### src/rtl/decode_stage.sv
// rtl/decode_stage.sv - single-register MIPS decode stage with ready/valid handshake
// Optional register busy scoreboard compiled in by defining DECODE_SCOREBOARD_EN.
module decode_stage (
  input  logic        clock,
  input  logic        reset,
  input  logic        in_valid,
  output logic        in_ready,
  input  logic [31:0] instr,
  output logic        out_valid,
  input  logic        out_ready,
  output logic [4:0]  raA,
  output logic [4:0]  raB,
  output logic [4:0]  wa,
  output logic        wen,
  output logic [3:0]  op,
  output logic [31:0] imm,
  output logic        use_imm,
  output logic        illegal,
  input  logic        wb_valid,
  input  logic [4:0]  wb_addr
);

  localparam logic [5:0] OPC_RTYPE = 6'h00;
  localparam logic [5:0] OPC_ADDI  = 6'h08;
  localparam logic [5:0] OPC_SLTI  = 6'h0A;
  localparam logic [5:0] OPC_ANDI  = 6'h0C;
  localparam logic [5:0] OPC_ORI   = 6'h0D;

  logic [5:0]  opcode;
  logic [5:0]  funct;
  logic [4:0]  rs;
  logic [4:0]  rt;
  logic [4:0]  rd;
  logic [15:0] imm16;
  logic        is_rtype;

  assign opcode   = instr[31:26];
  assign rs       = instr[25:21];
  assign rt       = instr[20:16];
  assign rd       = instr[15:11];
  assign funct    = instr[5:0];
  assign imm16    = instr[15:0];
  assign is_rtype = (opcode == OPC_RTYPE);

  logic [4:0]  d_raa;
  logic [4:0]  d_rab;
  logic [4:0]  d_wa;
  logic        d_wen;
  logic [3:0]  d_op;
  logic [31:0] d_imm;
  logic        d_use_imm;
  logic        d_illegal;

  // Unsupported encodings fall through to the defaults: op=1111, no write, flagged illegal.
  always_comb begin
    d_raa     = rs;
    d_rab     = rt;
    d_wa      = 5'd0;
    d_wen     = 1'b0;
    d_op      = 4'b1111;
    d_imm     = 32'h0;
    d_use_imm = 1'b0;
    d_illegal = 1'b1;
    if (instr == 32'h0) begin
      d_op      = 4'b0010;
      d_illegal = 1'b0;
    end else if (is_rtype) begin
      case (funct)
        6'h24:   d_op = 4'b0000;
        6'h25:   d_op = 4'b0001;
        6'h20:   d_op = 4'b0010;
        6'h22:   d_op = 4'b0110;
        6'h2A:   d_op = 4'b0111;
        6'h27:   d_op = 4'b1100;
        default: d_op = 4'b1111;
      endcase
      if (d_op != 4'b1111) begin
        d_illegal = 1'b0;
        d_wa      = rd;
        d_wen     = (rd != 5'd0);
      end
    end else begin
      case (opcode)
        OPC_ADDI: begin d_op = 4'b0010; d_imm = {{16{imm16[15]}}, imm16}; end
        OPC_SLTI: begin d_op = 4'b0111; d_imm = {{16{imm16[15]}}, imm16}; end
        OPC_ANDI: begin d_op = 4'b0000; d_imm = {16'h0, imm16}; end
        OPC_ORI:  begin d_op = 4'b0001; d_imm = {16'h0, imm16}; end
        default:  d_op = 4'b1111;
      endcase
      if (d_op != 4'b1111) begin
        d_illegal = 1'b0;
        d_wa      = rt;
        d_wen     = (rt != 5'd0);
        d_use_imm = 1'b1;
      end
    end
  end

  logic hazard;
  logic accept;

  assign in_ready = !reset && (!out_valid || out_ready) && !hazard;
  assign accept   = in_valid && in_ready;

`ifdef DECODE_SCOREBOARD_EN
  logic [31:0] busy;
  logic [31:0] busy_nxt;

  // Only the registered vector is consulted; a retirement frees the register one cycle later.
  assign hazard = in_valid && (busy[rs] || (is_rtype && busy[rt]) || busy[d_wa]);

  // Set is applied after clear so a same-cycle issue to a retiring address stays busy.
  always_comb begin
    busy_nxt = busy;
    if (wb_valid) busy_nxt[wb_addr] = 1'b0;
    if (accept && d_wen) busy_nxt[d_wa] = 1'b1;
    busy_nxt[0] = 1'b0;
  end

  always_ff @(posedge clock) begin
    if (reset) busy <= 32'h0;
    else       busy <= busy_nxt;
  end
`else
  logic unused_wb;

  assign hazard    = 1'b0;
  assign unused_wb = ^{wb_valid, wb_addr};
`endif

  always_ff @(posedge clock) begin
    if (reset) begin
      out_valid <= 1'b0;
      raA       <= 5'd0;
      raB       <= 5'd0;
      wa        <= 5'd0;
      wen       <= 1'b0;
      op        <= 4'b0000;
      imm       <= 32'h0;
      use_imm   <= 1'b0;
      illegal   <= 1'b0;
    end else if (accept) begin
      out_valid <= 1'b1;
      raA       <= d_raa;
      raB       <= d_rab;
      wa        <= d_wa;
      wen       <= d_wen;
      op        <= d_op;
      imm       <= d_imm;
      use_imm   <= d_use_imm;
      illegal   <= d_illegal;
    end else if (out_ready) begin
      out_valid <= 1'b0;
    end
  end

endmodule

### config.mk
export PLATFORM = sky130hd
export DESIGN_NAME = decode_stage
export DESIGN_NICKNAME = d
export VERILOG_FILES = /design/src/rtl/decode_stage.sv
export SDC_FILE = /design/constraint.sdc
export NUM_CORES = 1
export LEC_CHECK = 0
export ABC_AREA = 1
export BUFFER_PORTS_ARGS = -buffer_cell sky130_fd_sc_hd__buf_2
export CORE_MARGIN = 2
export CORE_UTILIZATION = 40
export CTS_CLUSTER_DIAMETER = 100
export CTS_CLUSTER_SIZE = 28
export DETAILED_ROUTE_END_ITERATION = 16
export GPL_ROUTABILITY_DRIVEN = 0
export PLACE_DENSITY = 0.71
export SKIP_LAST_GASP = 1
export SLEW_MARGIN = 25
export SYNTH_ARGS = -nofsm -noshare
export SYNTH_HDL_FRONTEND = slang
export SYNTH_SLANG_ARGS = --single-unit
### constraint.sdc
create_clock -name clock -period 1.62 [get_ports clock]
set_input_delay 0.324 -clock clock [delete_from_list [all_inputs] [get_ports clock]]
set_output_delay 0.324 -clock clock [all_outputs]
set_load 0.03 [all_outputs]
======== Word-level counts from Yosys, hierarchy flattened ========
Index checks and enable logic that the tools add are counted.
cells by class
  reductions and logical operators ........ 12
  multiplexer cells ....................... 28
  eq/ne operators ......................... 12
operators with widths
  operator                                       count
  2-to-1 mux 32 bit                              2
  one-hot mux 32 bit (2 select lines)            1
  == test 6 bit, second input constant           6
  logical NOT 32 bit                             1
  == test 6 x 4 -> 1 bit, second input constant  4
  2-to-1 mux 4 bit                               6
  one-hot mux 4 bit (6 select lines)             1
  2-to-1 mux 5 bit                               4
  one-hot mux 4 bit (4 select lines)             1
  2-to-1 mux 1 bit                               13
  nonzero test 5 bit                             2
  inequality test 4 bit, second input constant   2
  logical NOT 6 bit                              1
  OR reduction 2 bit                             2
  logical AND 1 bit                              2
  logical NOT 1 bit                              2
  nonzero test 2 bit                             1
  logical OR 1 bit                               1
word-level totals
  logic and storage cells ................. 61
  bits of input ports ..................... 42
  output and inout bits ................... 56
  flip-flop bits (word level) ............. 55

======== Logic depth before layout (Yosys ltp) ========
  depth in word-level cells ............... 8
  gate-level depth with buffers ........... 11
  gate-level depth less buffers ........... 11

======== Worst setup path before layout ========
OpenSTA, ideal clock, no wires.
  path kind ............................... register to register
  start ................................... reg out_valid
  end ..................................... reg imm[10]
  required time ........................... 1.550 ns
  arrival time ............................ 1.398 ns
  cell stages (with the launch flop) ...... 8
  path slack .............................. 0.152 ns
  setup time .............................. 0.070 ns
  buffers on the path ..................... 1
  path through ............................ dfxtp_1 -> inv_1 -> nor2_4 -> nor2_8 -> nand2_4 -> clkbuf_1 -> nand2_1 -> a21oi_2
on the way
  word-level cells in the longest chain between the ends .. 4
RTL lines
  what                    line  text
  start, declared         9     output logic out_valid,
  start signal, assigned  133   out_valid <= 1'b0;
  start signal, assigned  143   out_valid <= 1'b1;
  start signal, assigned  153   out_valid <= 1'b0;
  logical NOT 1 bit       102   assign in_ready = !reset && (!out_valid || out_ready) && !hazard;
  logical OR 1 bit        102
  logical AND 1 bit       102
  named net in_ready      7     output logic in_ready,
  logical AND 1 bit       103   assign accept = in_valid && in_ready;
  end signal, assigned    149   imm <= d_imm;
  end, declared           16    output logic [31:0] imm,
The timed path passes the listed nets, and every way through them passes these cells.
A chain may end at the register's enable or synchronous reset.

==> reports/results.txt <==
status = finished, final reports clean
first-pass GRT wire length = 8.20 mm
clk slew on worst S/H paths = 0.07 ns
Setup TNS Final = 0 ns
DRC = 0
post-synth top area share = 38.3%
Die W = 76.3 um
ranking of synthesized cells by area = dfxtp_1 38%, nand2_1 17%, a21oi_1 6.9%, buf_4 6.1%, nor2_1 5.6%
Yosys warnings = 0
Via-to-Cell Ratio = 4.56
Die Ht = 76.3 um
drt initial violations = 61
leakage = 0.00124 uW
drt first pass iters = 4
most frequent cells in the layout = 94 x nand2_1, 91 x buf_2, 40 x dfxtp_1, 31 x nor2_1, 29 x a21oi_1
NetSw = 563 uW
Setup Viol. Count Final = 0
Req. time, crit path = 1.30 ns
endpoint type of the worst setup path = output port
Avg Cell Area, Syn = 7.11 um2
type of the worst setup path = reg2out
Die Area = 5820 um2
initial antenna violation count = 0
Final Max Slew Viols = 0
P_int = 1650 uW
WL final = 4.86 mm
power per cell area = 853 nW/um2
Crit. Startpoint = imm[30]
flop-to-flop setup slack = 0.30 ns
clock share of power = 39.9%
Seq pwr share = 46.0%
delay-heaviest family, CP = flip-flops
H-tree depth = 2
unrepaired setup endpoints after global routing = false
worst-path cell chain = buf_2
CP Max Fanout = 17
max frequency = 0.696 GHz
vias in the first global route = 1,829
Synth area leader = dfxtp_1
Syn-to-layout area delta = 24.1%
max_cap viols = 0
Clock Latency Late Sink = 0.29 ns
Synth Register Bits = 40
Critical-path top delay cell = dfxtp_1
layout cell share with drive strength beyond 1 = 37.3%
cell area after synthesis = 2090 um2
Worst Tran Pin Value = 0.470 ns
Slew HR = 68.7%
Final Non-Filler Cells = 440
Arr. time, crit path = 1.11 ns
register area share after synthesis = 38.3%
ys async rst share = 0%
CTS Hold Bufs = 0
ys flop type = dfxtp_1
CP startpoint kind = register
largest net degree at the start of global routing = 41
post-synthesis net count = 336
Via Count = 2,006
combinational share of power = 14.1%
total CTS buffers = 5
worst hold path startpoint = instr[7]
most common cell after layout, fill and taps aside = nand2_1
CTS tree = done
final net count = 411
Clock Skew = 0.00889 ns
Clock Tree Root = clkbuf_8
I/O pins = 98
Post-DP HPWL = 3.63 mm
PortBufs = 91
Initial Util = 41.2%
CTS sink count = 40
post-layout min period = 1.44 ns
cts repair resizes = 0
gr usage total = 17.2%
Critical path buffers and inverters = 1
Post-Synthesis Cells = 294
Setup Buffers After CTS = 0
Clock Tree Buf Depth = 2
placed cell count = 432
diode count = 0
RR Startpoint = out_valid
ANT nets after route = 0
Max VDD drop = 0.310 mV
Fin. Hold Viols = 0
std cell rows = 26
fin crit share = 88.7%
worst min-delay path category = in2reg
Unique masters post-synth = 27
Core ar. = 5070 um2
Sw Share = 25.4%
global route total overflow = 0
mean routed wirelength per cell = 11.0 um
number of synthesized flops with an enable pin = 0
final core occ = 51.1%
slowest stage delay, CP = 0.55 ns
## routing by layer
layer  wire [um]  global-route usage [%]  part of all wire, %  vias up
met3         225                    4.03                  4.6        8
met4          93                    7.09                  1.9        0
met2        2280                    29.1                   47       55
li1            -                       -                    -     1066
met1        2260                    20.9                   47      877
met5           0                       0                    0        -
## worst paths after layout
kind,depth (start not counted),endpoint
hold / removal,3,imm[7]
setup reg to reg,8,illegal
setup / recovery,1,imm[19]
hold reg to reg,2,raB[0]
## Yosys cell counts (3+ instances only)
library cell	count
inv_1	14
dfxtp_1	40
nand2_2	11
nand2_1	94
nand3_1	18
buf_4	17
nor2_4	3
nor2_1	31
a21oi_2	10
a21oi_1	29
clkbuf_1	5
nand2_4	3
## state kept, by name, summed over array words and instances, names as in the netlist
name and count:
raA 5, imm 17, op 4, raB 5
illegal 1, wa 5, wen 1, use_imm 1
out_valid 1
## metrics by stage
| stage | hold WS (ns) | total power, uW | area (um2) | setup WS [ns] |
|---|---|---|---|---|
| 2_1_floorplan | 0.445 | 1240 | 2090 | 0.152 |
| 3_3_place_gp | 0.449 | 1350 | 2470 | 0.194 |
| 3_5_place_dp | 0.453 | 1350 | 2470 | 0.159 |
| 4_1_cts | 0.274 | 2240 | 2590 | 0.147 |
| 5_1_grt | 0.277 | 2310 | 2590 | 0.0684 |
| 6_report | 0.286 | 2210 | 2590 | 0.184 |
## cells by family after synthesis
kind of cell / synth area share [%]
AO/OA/AOI/OAI: 12.3
flip-flops: 38.3
AND/OR/NAND/NOR: 36.8
buffers and inverters: 12.6
## power groups by stage
stage / clock (uW) / combinational [uW] / sequential (uW)
final: 882 / 311 / 1020
after global routing: 949 / 342 / 1020
after CTS: 908 / 313 / 1020
after detailed placement: 0 / 313 / 1040
after global placement: 0 / 309 / 1040
after floorplan: 0 / 144 / 1090
## final cells by class
cell class / count / area, um2
sequential: 40 / 801
fill: 540 / 2480
clock inverter: 1 / 30.0
multi-input combinational: 210 / 1030
tap: 70 / 87.6
inverter: 18 / 75.1
clock buffer: 7 / 96.3
timing repair buffer: 94 / 478
Note: power is estimated with default switching activity, not from simulation.
